## src/rtl/sb_msg_responder.sv

```systemverilog
// Sideband training-request responder: pulls a request from SB_RX and validates it
// against the LTSM state. A legal request gets a response handed to SB_TX.
module sb_msg_responder #(
  parameter logic [7:0]  REQ_CODE    = 8'h85,
  parameter logic [7:0]  RSP_CODE    = 8'h8A,
  parameter int unsigned ACK_TIMEOUT = 1000
) (
  input  logic        clk_100MHz,
  input  logic        reset_n,
  input  logic        enable_i,
  input  logic [2:0]  ltsm_state_i,
  input  logic [63:0] rx_msg_i,
  input  logic        rx_msg_valid_i,
  output logic        rx_msg_req_o,
  input  logic [31:0] resp_data_i,
  output logic [63:0] tx_msg_o,
  output logic        tx_msg_valid_o,
  input  logic        tx_msg_ack_i,
  output logic        busy_o,
  output logic        err_o,
  output logic [7:0]  rsp_count_o
);

  localparam int CNT_W = $clog2(ACK_TIMEOUT + 1);

  typedef enum logic [1:0] {IDLE, REQ, DECODE, SEND} state_e;

  state_e           state_q, state_d;
  logic [31:0]      rx_msg_q, rx_msg_d;
  logic [63:0]      tx_msg_q, tx_msg_d;
  logic [CNT_W-1:0] tmo_cnt_q, tmo_cnt_d;
  logic             err_q, err_d;
  logic [7:0]       rsp_count_q, rsp_count_d;

  logic             ltsm_ok;
  logic             sub_ok;
  logic             req_legal;
  logic             tmo_hit;
  logic [7:0]       sub;
  logic             unused_rx_data;

  // The remote request's data word carries nothing the response needs.
  assign unused_rx_data = ^rx_msg_i[63:32];

  assign sub     = rx_msg_q[15:8];
  assign ltsm_ok = (ltsm_state_i >= 3'd1) && (ltsm_state_i <= 3'd4);
  assign tmo_hit = (tmo_cnt_q == CNT_W'(ACK_TIMEOUT - 1));

  always_comb begin
    sub_ok = 1'b0;
    case (ltsm_state_i)
      3'd1:    sub_ok = (sub == 8'h01);
      3'd2:    sub_ok = (sub >= 8'h02) && (sub <= 8'h0F);
      3'd3:    sub_ok = (sub >= 8'h10) && (sub <= 8'h1F);
      3'd4:    sub_ok = (sub == 8'h20);
      default: sub_ok = 1'b0;
    endcase
    req_legal = (rx_msg_q[7:0] == REQ_CODE) && sub_ok;
  end

  always_ff @(posedge clk_100MHz or negedge reset_n) begin
    if (!reset_n) begin
      state_q     <= IDLE;
      rx_msg_q    <= '0;
      tx_msg_q    <= '0;
      tmo_cnt_q   <= '0;
      err_q       <= 1'b0;
      rsp_count_q <= '0;
    end else begin
      state_q     <= state_d;
      rx_msg_q    <= rx_msg_d;
      tx_msg_q    <= tx_msg_d;
      tmo_cnt_q   <= tmo_cnt_d;
      err_q       <= err_d;
      rsp_count_q <= rsp_count_d;
    end
  end

  // Dropping enable returns to IDLE from anywhere without flagging an error.
  always_comb begin
    state_d = state_q;
    case (state_q)
      IDLE:    if (enable_i && ltsm_ok) state_d = REQ;
      REQ:     if (!enable_i) state_d = IDLE;
               else if (rx_msg_valid_i) state_d = DECODE;
      DECODE:  if (!enable_i || !req_legal) state_d = IDLE;
               else state_d = SEND;
      SEND:    if (!enable_i || tx_msg_ack_i || tmo_hit) state_d = IDLE;
      default: state_d = IDLE;
    endcase
  end

  always_comb begin
    rx_msg_d    = rx_msg_q;
    tx_msg_d    = tx_msg_q;
    tmo_cnt_d   = '0;
    err_d       = 1'b0;
    rsp_count_d = rsp_count_q;
    case (state_q)
      REQ: begin
        if (enable_i && rx_msg_valid_i) rx_msg_d = rx_msg_i[31:0];
      end
      DECODE: begin
        if (enable_i) begin
          if (req_legal) tx_msg_d = {resp_data_i, rx_msg_q[31:16], sub, RSP_CODE};
          else           err_d    = 1'b1;
        end
      end
      SEND: begin
        // An ack on the last timeout cycle still counts as a clean response.
        if (enable_i) begin
          if (tx_msg_ack_i)  rsp_count_d = rsp_count_q + 8'd1;
          else if (tmo_hit)  err_d       = 1'b1;
          else               tmo_cnt_d   = tmo_cnt_q + 1'b1;
        end
      end
      default: ;
    endcase
  end

  always_comb begin
    rx_msg_req_o   = (state_q == REQ);
    tx_msg_valid_o = (state_q == SEND);
    busy_o         = (state_q != IDLE);
    tx_msg_o       = tx_msg_q;
    err_o          = err_q;
    rsp_count_o    = rsp_count_q;
  end

endmodule

```

## config.mk

```make
export PLATFORM = sky130hd
export DESIGN_NAME = sb_msg_responder
export DESIGN_NICKNAME = d
export VERILOG_FILES = /design/src/rtl/sb_msg_responder.sv
export SDC_FILE = /design/constraint.sdc
export NUM_CORES = 1
export LEC_CHECK = 0
export ABC_AREA = 1
export CAP_MARGIN = 15
export CORE_MARGIN = 4
export CORE_UTILIZATION = 40
export DETAILED_ROUTE_END_ITERATION = 12
export PLACE_DENSITY = 0.73
export SETUP_SLACK_MARGIN = 0.3
export SYNTH_ARGS = -nofsm -noshare
export SYNTH_HDL_FRONTEND = slang
export SYNTH_SLANG_ARGS = --single-unit
export TNS_END_PERCENT = 100
```

## constraint.sdc

```tcl
create_clock -name clk_100MHz -period 2.3 [get_ports clk_100MHz]
set_input_delay 0.46 -clock clk_100MHz [delete_from_list [all_inputs] [get_ports clk_100MHz]]
set_output_delay 0.46 -clock clk_100MHz [all_outputs]
set_load 0.01 [all_outputs]
```

==> results.py, run 1 <==
metrics = {
    "global_route": {
        "grt_pass1_vias": 3932,
        "grt_pass1_wl_um": 18700,
        "grt_max_degree": 55,
        "antenna_found_initial": 0,
        "grt_use_total": 0.172,
        "overflow": 0,
    },
    "timing": {
        "hold_viol": 0,
        "period_needed_ps": 1930,
        "fin_crit_sh": 0.839,
        "fin_setup_tns_ps": 0,
        "rsz0062_at_grt": "true",
        "tightest_slew_ps": 526,
        "maxSlewHeadroom": 0.649,
        "maxClockFrequency_mhz": 518,
        "finalSetupViolations": 0,
        "drv_slew": 0,
        "fin_skew_ps": 6.71,
    },
    "clock_tree": {
        "clock_sinks": 110,
        "cts_tree": "yes",
        "clkLatencyLatePin_ps": 340,
        "clk_pin_slew_ps": 70,
        "htreeDepth": 3,
        "cts-root-buf": "clkbuf_16",
        "cts_hold_buf": 0,
        "numCtsBuffers": 9,
        "cts_buffer_depth": 2,
    },
    "cells_and_area": {
        "regArea_mm2": 0.00275,
        "fin_nets": 737,
        "num_antenna_cells": 0,
        "synthToLayoutAreaGrowth_pct": 39.0,
        "multi_input_area_mm2": 0.00174,
        "instances_no_fill": 779,
        "drive_above_1_share": 0.107,
        "n_fill_cell": 1041,
    },
    "routing": {
        "routed_wl_um": 11600,
        "drcViolationCount": 0,
        "viasPerCell": 5.02,
        "drt_first_pass_iters": 5,
        "drtIter0Drc": 289,
        "vias": 3912,
        "avgRoutedWirePerCell_um": 14.9,
        "ant_nets": 0,
    },
    "job": {
        "maxCapViolCount": 0,
    },
    "synth": {
        "avgSynthCellArea_um2": 9.69,
        "synth_top_area_frac": 0.576,
        "yosys-top-cells-area": "dfrtp_1 (58%), nand2_1 (12%), nand4_1 (7.2%)",
        "ys_warn_count": 0,
        "yosys_register_bits": 110,
        "seq_area_frac_synth": 0.576,
        "synth_area_mm2": 0.00478,
        "synth_area_leader_cell": "dfrtp_1",
        "ys_types": 29,
        "postSynthCellCount": 493,
    },
    "floorplanning": {
        "rows": 39,
        "start_util": 0.413,
        "die_y_um": 117,
        "ios": 180,
        "dieWidth_um": 117,
        "core-area_mm2": 0.0116,
        "die-area_mm2": 0.0138,
    },
    "pwr": {
        "leakage_nw": 3.21,
        "ir_drop_mv": 0.397,
        "pwr_density_cell_mw_per_mm2": 781,
    },
    "worst_setup_path": {
        "crit_arrival_ps": 1470,
        "reg2regPathDepth": 9,
        "path_class": "reg -> out",
        "cp.required_ps": 1840,
        "cp_max_fo": 4,
        "cp-start-kind": "flip-flop",
        "reg2reg_slack_ps": 620,
        "r2r-end": "tx_msg_o[31]",
        "critPathCaptureType": "output port",
        "timing.rr.start": "rx_msg_q[9]",
    },
    "placement": {
        "placed_cells": 762,
        "place.gp.congestion": 0.798,
        "hpwl_um": 8370,
        "portBuffers": 142,
    },
    "min_path": {
        "min_path_type": "in -> async",
    },
    "status": {
        "outcome": "complete, no violations",
    },
}
[power by group]
group	switching, W	internal [W]	leakage, nW
combinational	0.000564	0.000567	1.62
clock	0.000729	0.000868	0.150
sequential	0.000205	0.00226	1.44
[metrics by stage]
step	hold WS (ps)	instance area [um2]	worst slack, ps	util	total power [W]
floorplan	164	4790	850	-	0.00315
global placement	449	6320	166	0.547	0.00356
detailed placement	459	6320	128	0.547	0.00362
CTS	105	6630	321	0.573	0.00522
global route	122	6640	296	0.574	0.00549
finish	81.2	6640	371	0.574	0.00519
[synth_stat cells]
library cell    n
nor3_1          5
a31oi_1         1
nor2_1         38
dfrtp_1       110
ha_1            2
buf_2          18
nand2_1       147
mux2_2         27
nand4_1        55
nor3b_2         1
and3_1          1
conb_1          1
buf_4           8
inv_2           1
buf_6           5
o21a_1          1
o21bai_1        1
nand3_1         8
nand3_4         1
o21ai_0         7
nor2_4          2
clkbuf_1        1
xnor2_1         1
a21oi_1        11
or2_2           1
inv_1          29
a21boi_1        1
nand2_2         2
xor2_1          7
[worst max-delay path by stage]
stage / from / endpoint / slack (ps)
after floorplan: ltsm_state_i[2] / tx_msg_o[10] / 850
after global placement: enable_i / state_q[1] / 170
after detailed placement: enable_i / state_q[1] / 130
after CTS: state_q[0] / busy_o / 320
after global routing: state_q[1] / busy_o / 300
final: state_q[1] / tx_msg_valid_o / 370
[layout make-up]
type	instances	share of cell area
Multi-Input combinational cell	325	0.261
Clock inverter	6	0.0115
Tap cell	143	0.0269
Inverter	30	0.0169
Sequential cell	110	0.415
Clock buffer	10	0.0345
Timing Repair Buffer	155	0.234
[kinds of logic (layout without fill, tap and decap cells)]
kind of cell,Yosys count,in the layout,synth area share
AOI/OAI and AO/OA,22,22,0.0249
other,1,5,0.000785
muxes,27,27,0.0636
buffers and inverters,62,201,0.0676
xor gates and xnor gates,8,8,0.0147
and+or+nand+nor,261,261,0.247
DFF,110,110,0.576
adders and majority gates,2,2,0.00524
[critical path, cell delays in order (launching register included)]
cell and delay [ps]:
dfrtp_1 420, nand2_2 120, inv_1 70, clkdlybuf4s50_1 520
[sequential cells by signal, summed over array words and instances, names as in the netlist]
name         count
tmo_cnt_q       10
state_q          2
tx_msg_o        57
rsp_count_o      8
rx_msg_q        32
err_o            1
[layout by cell type (no fill, tap or decap), drive strengths merged]
| cell | n |
|---|---|
| a21boi | 1 |
| a21oi | 11 |
| a31oi | 1 |
| and3 | 1 |
| buf | 14 |
| bufinv | 1 |
| clkbuf | 10 |
| clkdlybuf4s50 | 140 |
| clkinv | 1 |
| conb | 5 |
| dfrtp | 110 |
| dlymetal6s2s | 1 |
| ha | 2 |
| inv | 34 |
| mux2 | 27 |
| nand2 | 149 |
| nand3 | 9 |
| nand4 | 55 |
| nor2 | 40 |
| nor3 | 5 |
| nor3b | 1 |
| o21a | 1 |
| o21ai | 7 |
| o21bai | 1 |
| or2 | 1 |
| xnor2 | 1 |
| xor2 | 7 |
[layer usage]
metal | global-route usage | share of wire | vias up
met5 | 0 | 0 | -
met1 | 0.223 | 0.43 | 1874
met4 | 0.0665 | 0.020 | 0
li1 | - | - | 1898
met2 | 0.284 | 0.48 | 125
met3 | 0.0355 | 0.074 | 15
[what timing repair did]
| action | in CTS | in global routing |
|---|---|---|
| gates resized for setup | 2 | 2 |
| buffers inserted | 0 | 1 |
| cloned | 0 | 0 |
| setup endpoints to repair | 1 | 3 |
(Power assumes the default switching activity.)
==> run 2: changes to the inputs <==
Clock period 2.3 ns to 1.9 ns, I/O delays scaled along.
==> run 2 against run 1 <==
Compared with the run above: worst hold slack better by 390 ps; critical path depth is 8 higher; largest cell class unchanged; first-iteration DRC count down 19%; register-to-register slack got worse by 390 ps; combinational power increased by 50%; die area did not move; non-clock buffer count is 44 higher.
==> results.py, run 2 (synthesized netlist as in run 1, its figures left out) <==
metrics = {
    "global_route": {
        "grt_max_degree": 41,
        "grt_pass1_wl_um": 19500,
        "overflow": 0,
        "antenna_found_initial": 0,
        "grt_pass1_vias": 4028,
        "grt_use_total": 0.181,
    },
    "clock_tree": {
        "cts_tree": "yes",
        "clk_pin_slew_ps": 70,
        "htreeDepth": 3,
        "clock_sinks": 110,
        "numCtsBuffers": 9,
        "clkLatencyLatePin_ps": 340,
        "cts_buffer_depth": 2,
        "cts-root-buf": "clkbuf_16",
    },
    "timing": {
        "finalSetupViolations": 0,
        "fin_setup_tns_ps": 0,
        "period_needed_ps": 1670,
        "hold_viol": 0,
        "drv_slew": 0,
        "fin_skew_ps": 6.15,
        "maxClockFrequency_mhz": 598,
        "fin_ws_ps": 228,
        "fin_crit_sh": 0.880,
        "rsz0062_at_grt": "true",
    },
    "routing": {
        "routed_wl_um": 12900,
        "drtIter0Drc": 235,
        "drcViolationCount": 0,
        "avgRoutedWirePerCell_um": 15.7,
        "drt_first_pass_iters": 5,
        "viasPerCell": 5.08,
        "ant_nets": 0,
        "vias": 4177,
    },
    "floorplanning": {
        "dieWidth_um": 117,
        "rows": 39,
        "ios": 180,
        "start_util": 0.413,
        "core-area_mm2": 0.0116,
        "die-area_mm2": 0.0138,
        "die_y_um": 117,
    },
    "worst_setup_path": {
        "crit_family": "simple AND/OR/NAND/NOR gates",
        "cp-start-kind": "flip-flop",
        "critPathCaptureType": "flip-flop",
        "path_cells": "nor2_2, nand2_1, nand2_2, inv_2, nor3b_4, buf_6, nand3_4, buf_6, clkbuf_16, nand2_2, nand2_1",
        "cp.required_ps": 2130,
        "cpMaxStageDelayCell": "dfrtp_1",
        "path_class": "reg -> reg",
        "reg2reg_slack_ps": 230,
        "timing.rr.start": "rx_msg_q[9]",
        "crit_buf_inv": 4,
        "cp_max_fo": 7,
        "crit_arrival_ps": 1900,
        "critical_path.max_stage_delay_ps": 400,
        "reg2regPathDepth": 11,
        "r2r-end": "tx_msg_o[39]",
    },
    "min_path": {
        "holdPathStages": 2,
        "hold_start": "tx_msg_o[28]",
        "min_path_type": "reg -> reg",
        "hold_path_end": "tx_msg_o[28]",
    },
    "pwr": {
        "power_w": 0.00654,
        "leakage_nw": 3.82,
        "ir_drop_mv": 0.551,
        "pwr_density_cell_mw_per_mm2": 884,
    },
    "placement": {
        "place.gp.congestion": 0.829,
        "portBuffers": 142,
        "post-place-ws_ps": -204,
        "hpwl_um": 8850,
    },
    "job": {
        "maxCapViolCount": 0,
    },
    "cells_and_area": {
        "largest_reg_flops": 57,
        "fin_nets": 781,
        "final_cell_mix": "dfrtp_1 (109), nand2_1 (77), dlygate4sd2_1 (69), clkdlybuf4s50_1 (67), nand4_1 (55)",
        "num_antenna_cells": 0,
        "drive_above_1_share": 0.287,
        "n_fill_cell": 920,
        "final_common_cell": "dfrtp_1",
        "synthToLayoutAreaGrowth_pct": 54.8,
    },
    "status": {
        "outcome": "complete, no violations",
    },
}
-- run 2: layout make-up --
| class | instances | area (um2) | share of cell area |
|---|---|---|---|
| Clock buffer | 11 | 243 | 0.0328 |
| Inverter | 30 | 113 | 0.0152 |
| Tap cell | 143 | 179 | 0.0242 |
| Multi-Input combinational cell | 325 | 2090 | 0.283 |
| Sequential cell | 110 | 2750 | 0.372 |
| Timing Repair Buffer | 199 | 1970 | 0.266 |
| Clock inverter | 4 | 47.5 | 0.00643 |
-- run 2: worst max path at each step --
stage	start	to	slack, ps	cells after the start
6_report	rx_msg_q[9]	tx_msg_o[39]	230	11
5_1_grt	rx_msg_q[9]	tx_msg_o[39]	150	11
4_1_cts	state_q[1]	tx_msg_valid_o	230	4
3_5_place_dp	ltsm_state_i[1]	tx_msg_o[37]	-200	8
3_3_place_gp	ltsm_state_i[1]	tx_msg_o[49]	-180	8
2_1_floorplan	rx_msg_q[9]	tx_msg_o[10]	460	10
-- run 2: what timing repair did --
item / CTS / global route
gates resized for setup: 94 / 118
cloned: 1 / 3
setup buffers: 15 / 9
endpoints found under the hold margin: 23 / 0
pin swaps: 5 / 19
setup endpoints to repair: 129 / 95
hold buffers: 1 / 0
-- run 2: layer usage --
layer | up-vias | global-route usage | wire [um]
li1 | 1990 | - | -
met1 | 2013 | 0.233 | 5290
met2 | 147 | 0.294 | 6580
met3 | 27 | 0.0298 | 689
met4 | 0 | 0.0910 | 366
met5 | - | 0 | 0
-- run 2: report_power, final --
group | leakage, nW | switching (W) | internal (W)
registers | 1.44 | 0.000266 | 0.00274
clock network | 0.141 | 0.000790 | 0.00105
logic | 2.23 | 0.000790 | 0.000911
total | 3.82 | 0.00185 | 0.00469
-- run 2: worst reg2reg max path, cell delays in order (launching register included) --
cell	delay (ps)
dfrtp_1	400
nor2_2	130
nand2_1	80
nand2_2	80
inv_2	50
nor3b_4	170
buf_6	140
nand3_4	90
buf_6	160
clkbuf_16	170
nand2_2	60
nand2_1	50
-- run 2: through the flow --
step / cells / hold WS [ps] / instance area [um2] / utilization
6_report: 822 / 467 / 7390 / 0.639
5_1_grt: 822 / 490 / 7390 / 0.639
4_1_cts: 810 / 469 / 6880 / 0.595
3_5_place_dp: 778 / 327 / 6480 / 0.560
3_3_place_gp: 778 / 309 / 6480 / 0.560
2_1_floorplan: 497 / 84.4 / 4790 / -
==> run 3: changes to the inputs <==
Settings changed: CTS_CLUSTER_DIAMETER from default to 30, CTS_CLUSTER_SIZE from default to 14.
==> results of run 3 <==
Final layout, timing and power as in run 2 (identical DEF).
